===== src/rtl/mem_arbiter.sv =====
// Arbitrates an instruction port and a data port onto one single-ported RAM.
// Data requests win by default; a starvation counter forces an instruction grant.
module mem_arbiter #(
  parameter int STARVE_LIMIT = 3
) (
  input  logic        CLK,
  input  logic        nRST,
  input  logic        iREN,
  input  logic [31:0] iaddr,
  output logic [31:0] iload,
  output logic        ihit,
  input  logic        dREN,
  input  logic        dWEN,
  input  logic [31:0] daddr,
  input  logic [31:0] dstore,
  output logic [31:0] dload,
  output logic        dhit,
  input  logic        halt,
  output logic        ramREN,
  output logic        ramWEN,
  output logic [31:0] ramaddr,
  output logic [31:0] ramstore,
  input  logic [31:0] ramload,
  input  logic [1:0]  ramstate,
  output logic        buserr
);

  localparam int CW = ($clog2(STARVE_LIMIT + 1) > 2) ? $clog2(STARVE_LIMIT + 1) : 2;
  localparam logic [CW-1:0] LIMIT = CW'(STARVE_LIMIT);

  localparam logic [1:0] RAM_ACCESS = 2'd2;
  localparam logic [1:0] RAM_ERROR  = 2'd3;

  typedef enum logic [1:0] {
    IDLE = 2'd0,
    IACC = 2'd1,
    DACC = 2'd2
  } state_t;

  state_t        state_r, state_s;
  logic [CW-1:0] cnt_r, cnt_s;

  logic        ireq_s, dreq_s;
  logic        ren_s, wen_s, ihit_s, dhit_s, buserr_s;
  logic [31:0] addr_s, store_s, iload_s, dload_s;

  assign ireq_s = iREN & ~halt;
  assign dreq_s = dREN | dWEN;

  // State and starvation counter registers with synchronous reset.
  always_ff @(posedge CLK) begin
    if (nRST) begin
      state_r <= IDLE;
      cnt_r   <= {CW{1'b0}};
    end else begin
      state_r <= state_s;
      cnt_r   <= cnt_s;
    end
  end

  // Next-state, counter update and RAM/port outputs.
  always_comb begin
    state_s  = state_r;
    cnt_s    = cnt_r;
    ren_s    = 1'b0;
    wen_s    = 1'b0;
    ihit_s   = 1'b0;
    dhit_s   = 1'b0;
    buserr_s = 1'b0;
    addr_s   = 32'h0000_0000;
    store_s  = 32'h0000_0000;
    iload_s  = 32'h0000_0000;
    dload_s  = 32'h0000_0000;
    case (state_r)
      IDLE: begin
        if (!ireq_s) begin
          cnt_s = {CW{1'b0}};
        end else begin
          cnt_s = cnt_r;
        end
        if (dreq_s && ireq_s && (cnt_r == LIMIT)) begin
          state_s = IACC;
        end else if (dreq_s) begin
          state_s = DACC;
        end else if (ireq_s) begin
          state_s = IACC;
        end else begin
          state_s = IDLE;
        end
      end
      IACC: begin
        // A withdrawn request aborts with strobes low, even if the RAM answers.
        if (!ireq_s) begin
          state_s = IDLE;
        end else begin
          ren_s  = 1'b1;
          addr_s = iaddr;
          case (ramstate)
            RAM_ACCESS: begin
              ihit_s  = 1'b1;
              iload_s = ramload;
              cnt_s   = {CW{1'b0}};
              state_s = IDLE;
            end
            RAM_ERROR: begin
              buserr_s = 1'b1;
              state_s  = IDLE;
            end
            default: begin
              state_s = IACC;
            end
          endcase
        end
      end
      DACC: begin
        if (!dreq_s) begin
          state_s = IDLE;
        end else begin
          addr_s  = daddr;
          store_s = dstore;
          if (dWEN) begin
            wen_s = 1'b1;
          end else begin
            ren_s = 1'b1;
          end
          case (ramstate)
            RAM_ACCESS: begin
              dhit_s  = 1'b1;
              dload_s = ramload;
              if (ireq_s && (cnt_r != LIMIT)) begin
                cnt_s = cnt_r + {{(CW-1){1'b0}}, 1'b1};
              end else begin
                cnt_s = cnt_r;
              end
              state_s = IDLE;
            end
            RAM_ERROR: begin
              buserr_s = 1'b1;
              state_s  = IDLE;
            end
            default: begin
              state_s = DACC;
            end
          endcase
        end
      end
      default: begin
        state_s = IDLE;
        cnt_s   = {CW{1'b0}};
      end
    endcase
  end

  // Outputs are forced low while reset is held so nothing leaks before the first edge.
  assign ramREN   = ~nRST & ren_s;
  assign ramWEN   = ~nRST & wen_s;
  assign ihit     = ~nRST & ihit_s;
  assign dhit     = ~nRST & dhit_s;
  assign buserr   = ~nRST & buserr_s;
  assign ramaddr  = nRST ? 32'h0000_0000 : addr_s;
  assign ramstore = nRST ? 32'h0000_0000 : store_s;
  assign iload    = nRST ? 32'h0000_0000 : iload_s;
  assign dload    = nRST ? 32'h0000_0000 : dload_s;

endmodule


===== config.mk =====
export PLATFORM = sky130hd
export DESIGN_NAME = mem_arbiter
export DESIGN_NICKNAME = d
export VERILOG_FILES = /design/src/rtl/mem_arbiter.sv
export SDC_FILE = /design/constraint.sdc
export NUM_CORES = 1
export LEC_CHECK = 0
export ABC_AREA = 1
export CELL_PAD_IN_SITES_DETAIL_PLACEMENT = 1
export CELL_PAD_IN_SITES_GLOBAL_PLACEMENT = 1
export CORE_UTILIZATION = 11
export DETAILED_ROUTE_END_ITERATION = 16
export HOLD_SLACK_MARGIN = 0.1
export PLACE_DENSITY = 0.94
export SYNTH_ARGS = -nofsm -noshare
export SYNTH_HDL_FRONTEND = slang
export SYNTH_SLANG_ARGS = --single-unit

===== constraint.sdc =====
create_clock -name CLK -period 2.15 [get_ports CLK]
set_clock_uncertainty 0.15 [all_clocks]
set_input_delay 0.43 -clock CLK [delete_from_list [all_inputs] [get_ports CLK]]
set_output_delay 0.43 -clock CLK [all_outputs]
set_load 0.05 [all_outputs]

# Word-level counts from Yosys, hierarchy flattened
# Cells that the tools add are included.
[op_classes] add_sub_neg=1 n_eq_ne=12 muxes=45 n_bitwise=9 reduce_logical=6
[ops] operator="2-to-1 mux 32 bit" count=13
[ops] operator="one-hot mux 32 bit (2 select lines)" count=1
[ops] operator="2-to-1 mux 2 bit" count=10
[ops] operator="2-to-1 mux 1 bit" count=17
[ops] operator="inequality test 2 bit (second input constant)" count=7
[ops] operator="one-hot mux 2 bit (3 select lines)" count=2
[ops] operator="== test 2 bit (second input constant)" count=4
[ops] operator="bitwise AND 1 bit" count=6
[ops] operator="AND reduction 6 bit" count=1
[ops] operator="one-hot mux 1 bit (2 select lines)" count=2
[ops] operator="logical AND 1 bit" count=3
[ops] operator="adder 2 x 1 -> 2 bit (second input constant)" count=1
[ops] operator="== test 2 x 1 -> 1 bit (second input constant)" count=1
[ops] operator="zero test 2 bit" count=1
[ops] operator="inverter 1 bit" count=2
[ops] operator="OR reduction 2 bit" count=1
[ops] operator="bitwise OR 1 bit" count=1
[word_totals] ff_bits=4 in_bits=136 elab_cells=75

# Longest topological paths before layout
[logic_depth] ltp_word=7 ltp_mapped=9

# Worst setup path after synthesis
# No wires, ideal clock.
[synth_path] path_type="input to output" from="input iREN" to="output iload[10]" t_arrival_ns=2.430 t_required_ns=1.570 slack_ns=-0.860 stages=7 path_cell_list="inv_1 -> nor2_2 -> nand2_1 -> nor2_1 -> inv_2 -> buf_6 -> nor2_1"
[synth_between] elab_chain_len=4
[synth_rtl] item="start, declared" line_no="8" rtl="input logic iREN,"
[synth_rtl] item="bitwise AND 1 bit" line_no="47" rtl="assign ireq_s = iREN & ~halt;"
[synth_rtl] item="2-to-1 mux 32 bit" line_no="93" rtl="if (!ireq_s) begin"
[synth_rtl] item="2-to-1 mux 32 bit" line_no="74" rtl="case (state_r)"
[synth_rtl] item="2-to-1 mux 32 bit" line_no="162" rtl="assign iload = nRST ? 32'h0000_0000 : iload_s;"
[synth_rtl] item="end, declared" line_no="10" rtl="output logic [31:0] iload,"
# No other way between the ends.

# Worst setup path in the final report
[layout_path] from="register state_r[0]" to="output ramaddr[4]"
[layout_between] elab_chain_len=3 word_cells_on_any_way=4 cone_classes="eq/ne (2); mux (2)"
[layout_rtl] item="start, declared" line_no="40" rtl="state_t state_r, state_s;"
[layout_rtl] item="start signal, assigned" line_no="56" rtl="state_r <= state_s;"
[layout_rtl] item="== test 2 bit / == test 2 x 1 -> 1 bit (equally long branches)" line_no="74"
[layout_rtl] item="one-hot mux 32 bit (2 select lines) *" line_no="74"
[layout_rtl] item="2-to-1 mux 32 bit *" line_no="160" rtl="assign ramaddr = nRST ? 32'h0000_0000 : addr_s;"
[layout_rtl] item="end, declared" line_no="21" rtl="output logic [31:0] ramaddr,"
# Mark *: on every way between the ends. The rest lies on a longest branch, timed or not.

==> results.toml <==
[layout]
nFillCells = 1425
layout.nets = 793
multi_input_area_um2 = 2285
design_area_um2 = 7740
regArea_um2 = 85.08
synthToLayoutAreaGrowth_pct = 397.7
diodes = 0
drive_above_1_share_pct = 55.38
most-common-layout-cells = "buf_12 (144), clkdlybuf4s50_1 (128), nor2_4 (103), nand2_1 (102), inv_1 (37)"
final_common_cell = "buf_12"

[die]
start_util_pct = 11.25
die_area_um2 = 14620
ios = 269
fp.dieH_um = 120.9
rows = 43
core_um2 = 13830
die_w_um = 120.9

[routing]
drt_iter0_drc = 75
vias = 3457
wl_per_cell_um = 18.41
vias_per_cell = 4.165
post-route-drc-count = 0
drtAntennaViolNets = 0
drt-total-wl_um = 15280
first_pass_iters = 4

[flow_run]
max_cap_violations = 0

[clocking]
path_clk_slew_ns = 0.03
worstSkewPairLatency_ns = 0.23
cts_buffers = 3
cts_buffer_depth = 2
cts_tree = "built"
cts.sinks = 4
htreeDepth = 1
cts-root-buf = "clkbuf_16"

[pwr]
irDropWorstVdd_mv = 0.2130
powerDensity_nw_per_um2 = 189.2
p_leak_nw = 2.928
power_w = 0.001464

[worst_setup_path]
crit_path_max_incr_delay_ns = 0.32
worstPathMaxFanout = 8
rrSetupSlack_ns = 0.52
worstSetupPathDepth = 9
arrival_ns = 1.73
worst_path_max_delay_cell = "dfxtp_2"
cp-end-kind = "output port"
critPathRequiredTime_ns = 1.57
critPathLaunchType = "flip-flop"
path_class = "flip-flop to output port"
path_buf_inv = 5
reg2reg_depth = 9
crit_path_cell_trace = "inv_2 > ha_4 > inv_4 > nor2_4 > buf_6 > clkbuf_16 > nand2_1 > a21oi_4 > buf_12"
r2r-end = "state_r[0]"
r2r_start = "state_r[1]"
critPathTopFamily = "buffers and inverters"

[sta]
fin_hold_ws_ns = 0.3339
slew_headroom_pct = 77.78
period_share_pct = 107.2
finalSetupViolCount = 99
fin_ws_ns = -0.1558
fmax_ghz = 0.4337
hold_viol = 0
rsz0062_at_grt = "true"
slew_viol_final = 0
worst_pin_slew_ns = 0.3298
fin_crit_ns = 2.306

[global_routing]
grt_max_degree = 34
grt_pass1_wl_um = 20960
grt_usage_pct = 18.69
antenna_found_initial = 0
grt_overflow = 0
grt_pass1_vias = 3743

[placement]
dp.final_hpwl_um = 10880
gp_congestion = 0.7486
portBuffers = 268
place_area_um2 = 6563

[yosys]
syn_inst = 344
ys.warnings.count = 0
syn_area_per_cell_um2 = 4.521
ys_types = 18
netlist_area_um2 = 1555
synth_nets = 485
yosysSeqAreaShare_pct = 5.149
synth_seq_cells = 4

[min_path]
worst_hold_startpoint = "cnt_r[1]"
holdPathEnd = "cnt_r[1]"
min_path_type = "flip-flop to flip-flop"
hold_depth = 2

[outcome]
violations = "negative setup slack"
status = "complete, but fails checks"
-- routing by layer --
layer	track usage, %	vias to the layer above	share of wire (%)
li1	-	1644	-
met1	18.55	1622	35
met2	38.64	177	57
met3	4.135	14	6.5
met4	3.781	0	1.2
met5	0	-	0
-- synth_stat cells --
library cell	n	area, um2
buf_6	6	67.56
a21boi_0	1	7.510
nand4_1	2	12.51
nor2_2	11	68.82
ha_1	5	62.56
o21ai_0	1	5.000
nor2_4	2	22.52
buf_2	6	30.03
inv_2	4	15.01
inv_1	43	161.4
nand3_1	2	10.01
nor2_1	97	364.1
nor3_1	1	5.000
or2_2	1	6.260
a21oi_1	35	175.2
clkbuf_1	9	33.78
nand2_1	114	427.9
dfxtp_1	4	80.08
-- power by group --
group	switching [W]	total (W)	internal, W
clock	0.0000555	0.000293	0.000238
sequential	0.00000612	0.0000880	0.0000819
combinational	0.000538	0.00108	0.000545
total	0.000600	0.00146	0.000864
-- kinds of logic after synthesis --
logic type,after synthesis,synth area share [%]
AOI/OAI and AO/OA,37,12.07
DFF,4,5.149
buffers and inverters,68,19.79
and+or+nand+nor,230,58.97
adders and majority gates,5,4.023
-- sequential cells by signal, summed over array words and instances, names as in the netlist --
signal	cells
cnt_r	2
state_r	2
-- layout make-up --
class / instances / area share (%)
Tap cell: 180 / 2.910
Clock buffer: 3 / 0.9699
Multi-Input combinational cell: 272 / 29.52
Sequential cell: 4 / 1.099
Inverter: 47 / 2.603
Timing Repair Buffer: 324 / 62.90
-- worst reg2reg max path, stage by stage, from the launching register on --
cell,delay (ns)
dfxtp_4,0.36
inv_2,0.04
ha_2,0.19
nand2_2,0.10
clkinv_4,0.11
clkbuf_16,0.19
buf_4,0.14
buf_4,0.12
nand2_1,0.05
a21boi_0,0.06
-- what timing repair did --
item                                    4_1_cts  5_1_grt
cloned                                        8        7
gates resized for setup                     120       39
endpoints found under the setup margin      133      132
buffers inserted                             12        4
hold buffers                                  0        0
pin swaps                                    23       21
-- worst max path at each step --
stage                   to        from
2_1_floorplan  ramaddr[10]  state_r[1]
3_3_place_gp   ramaddr[26]        iREN
3_5_place_dp   ramaddr[27]        iREN
4_1_cts        ramaddr[29]  state_r[0]
5_1_grt         ramaddr[4]  state_r[0]
6_report        ramaddr[4]  state_r[0]
-- through the flow --
step / cells / util (%) / setup TNS [ns] / setup WS [ns]
global route: 830 / 55.98 / -14.32 / -0.2115
floorplan: 344 / - / -11.26 / -0.2482
CTS: 820 / 53.43 / -8.246 / -0.1489
global placement: 799 / 47.46 / -45.66 / -0.4540
finish: 830 / 55.98 / -8.448 / -0.1558
detailed placement: 799 / 47.46 / -49.55 / -0.5284
No activity file was read; power rests on OpenSTA's default activity.
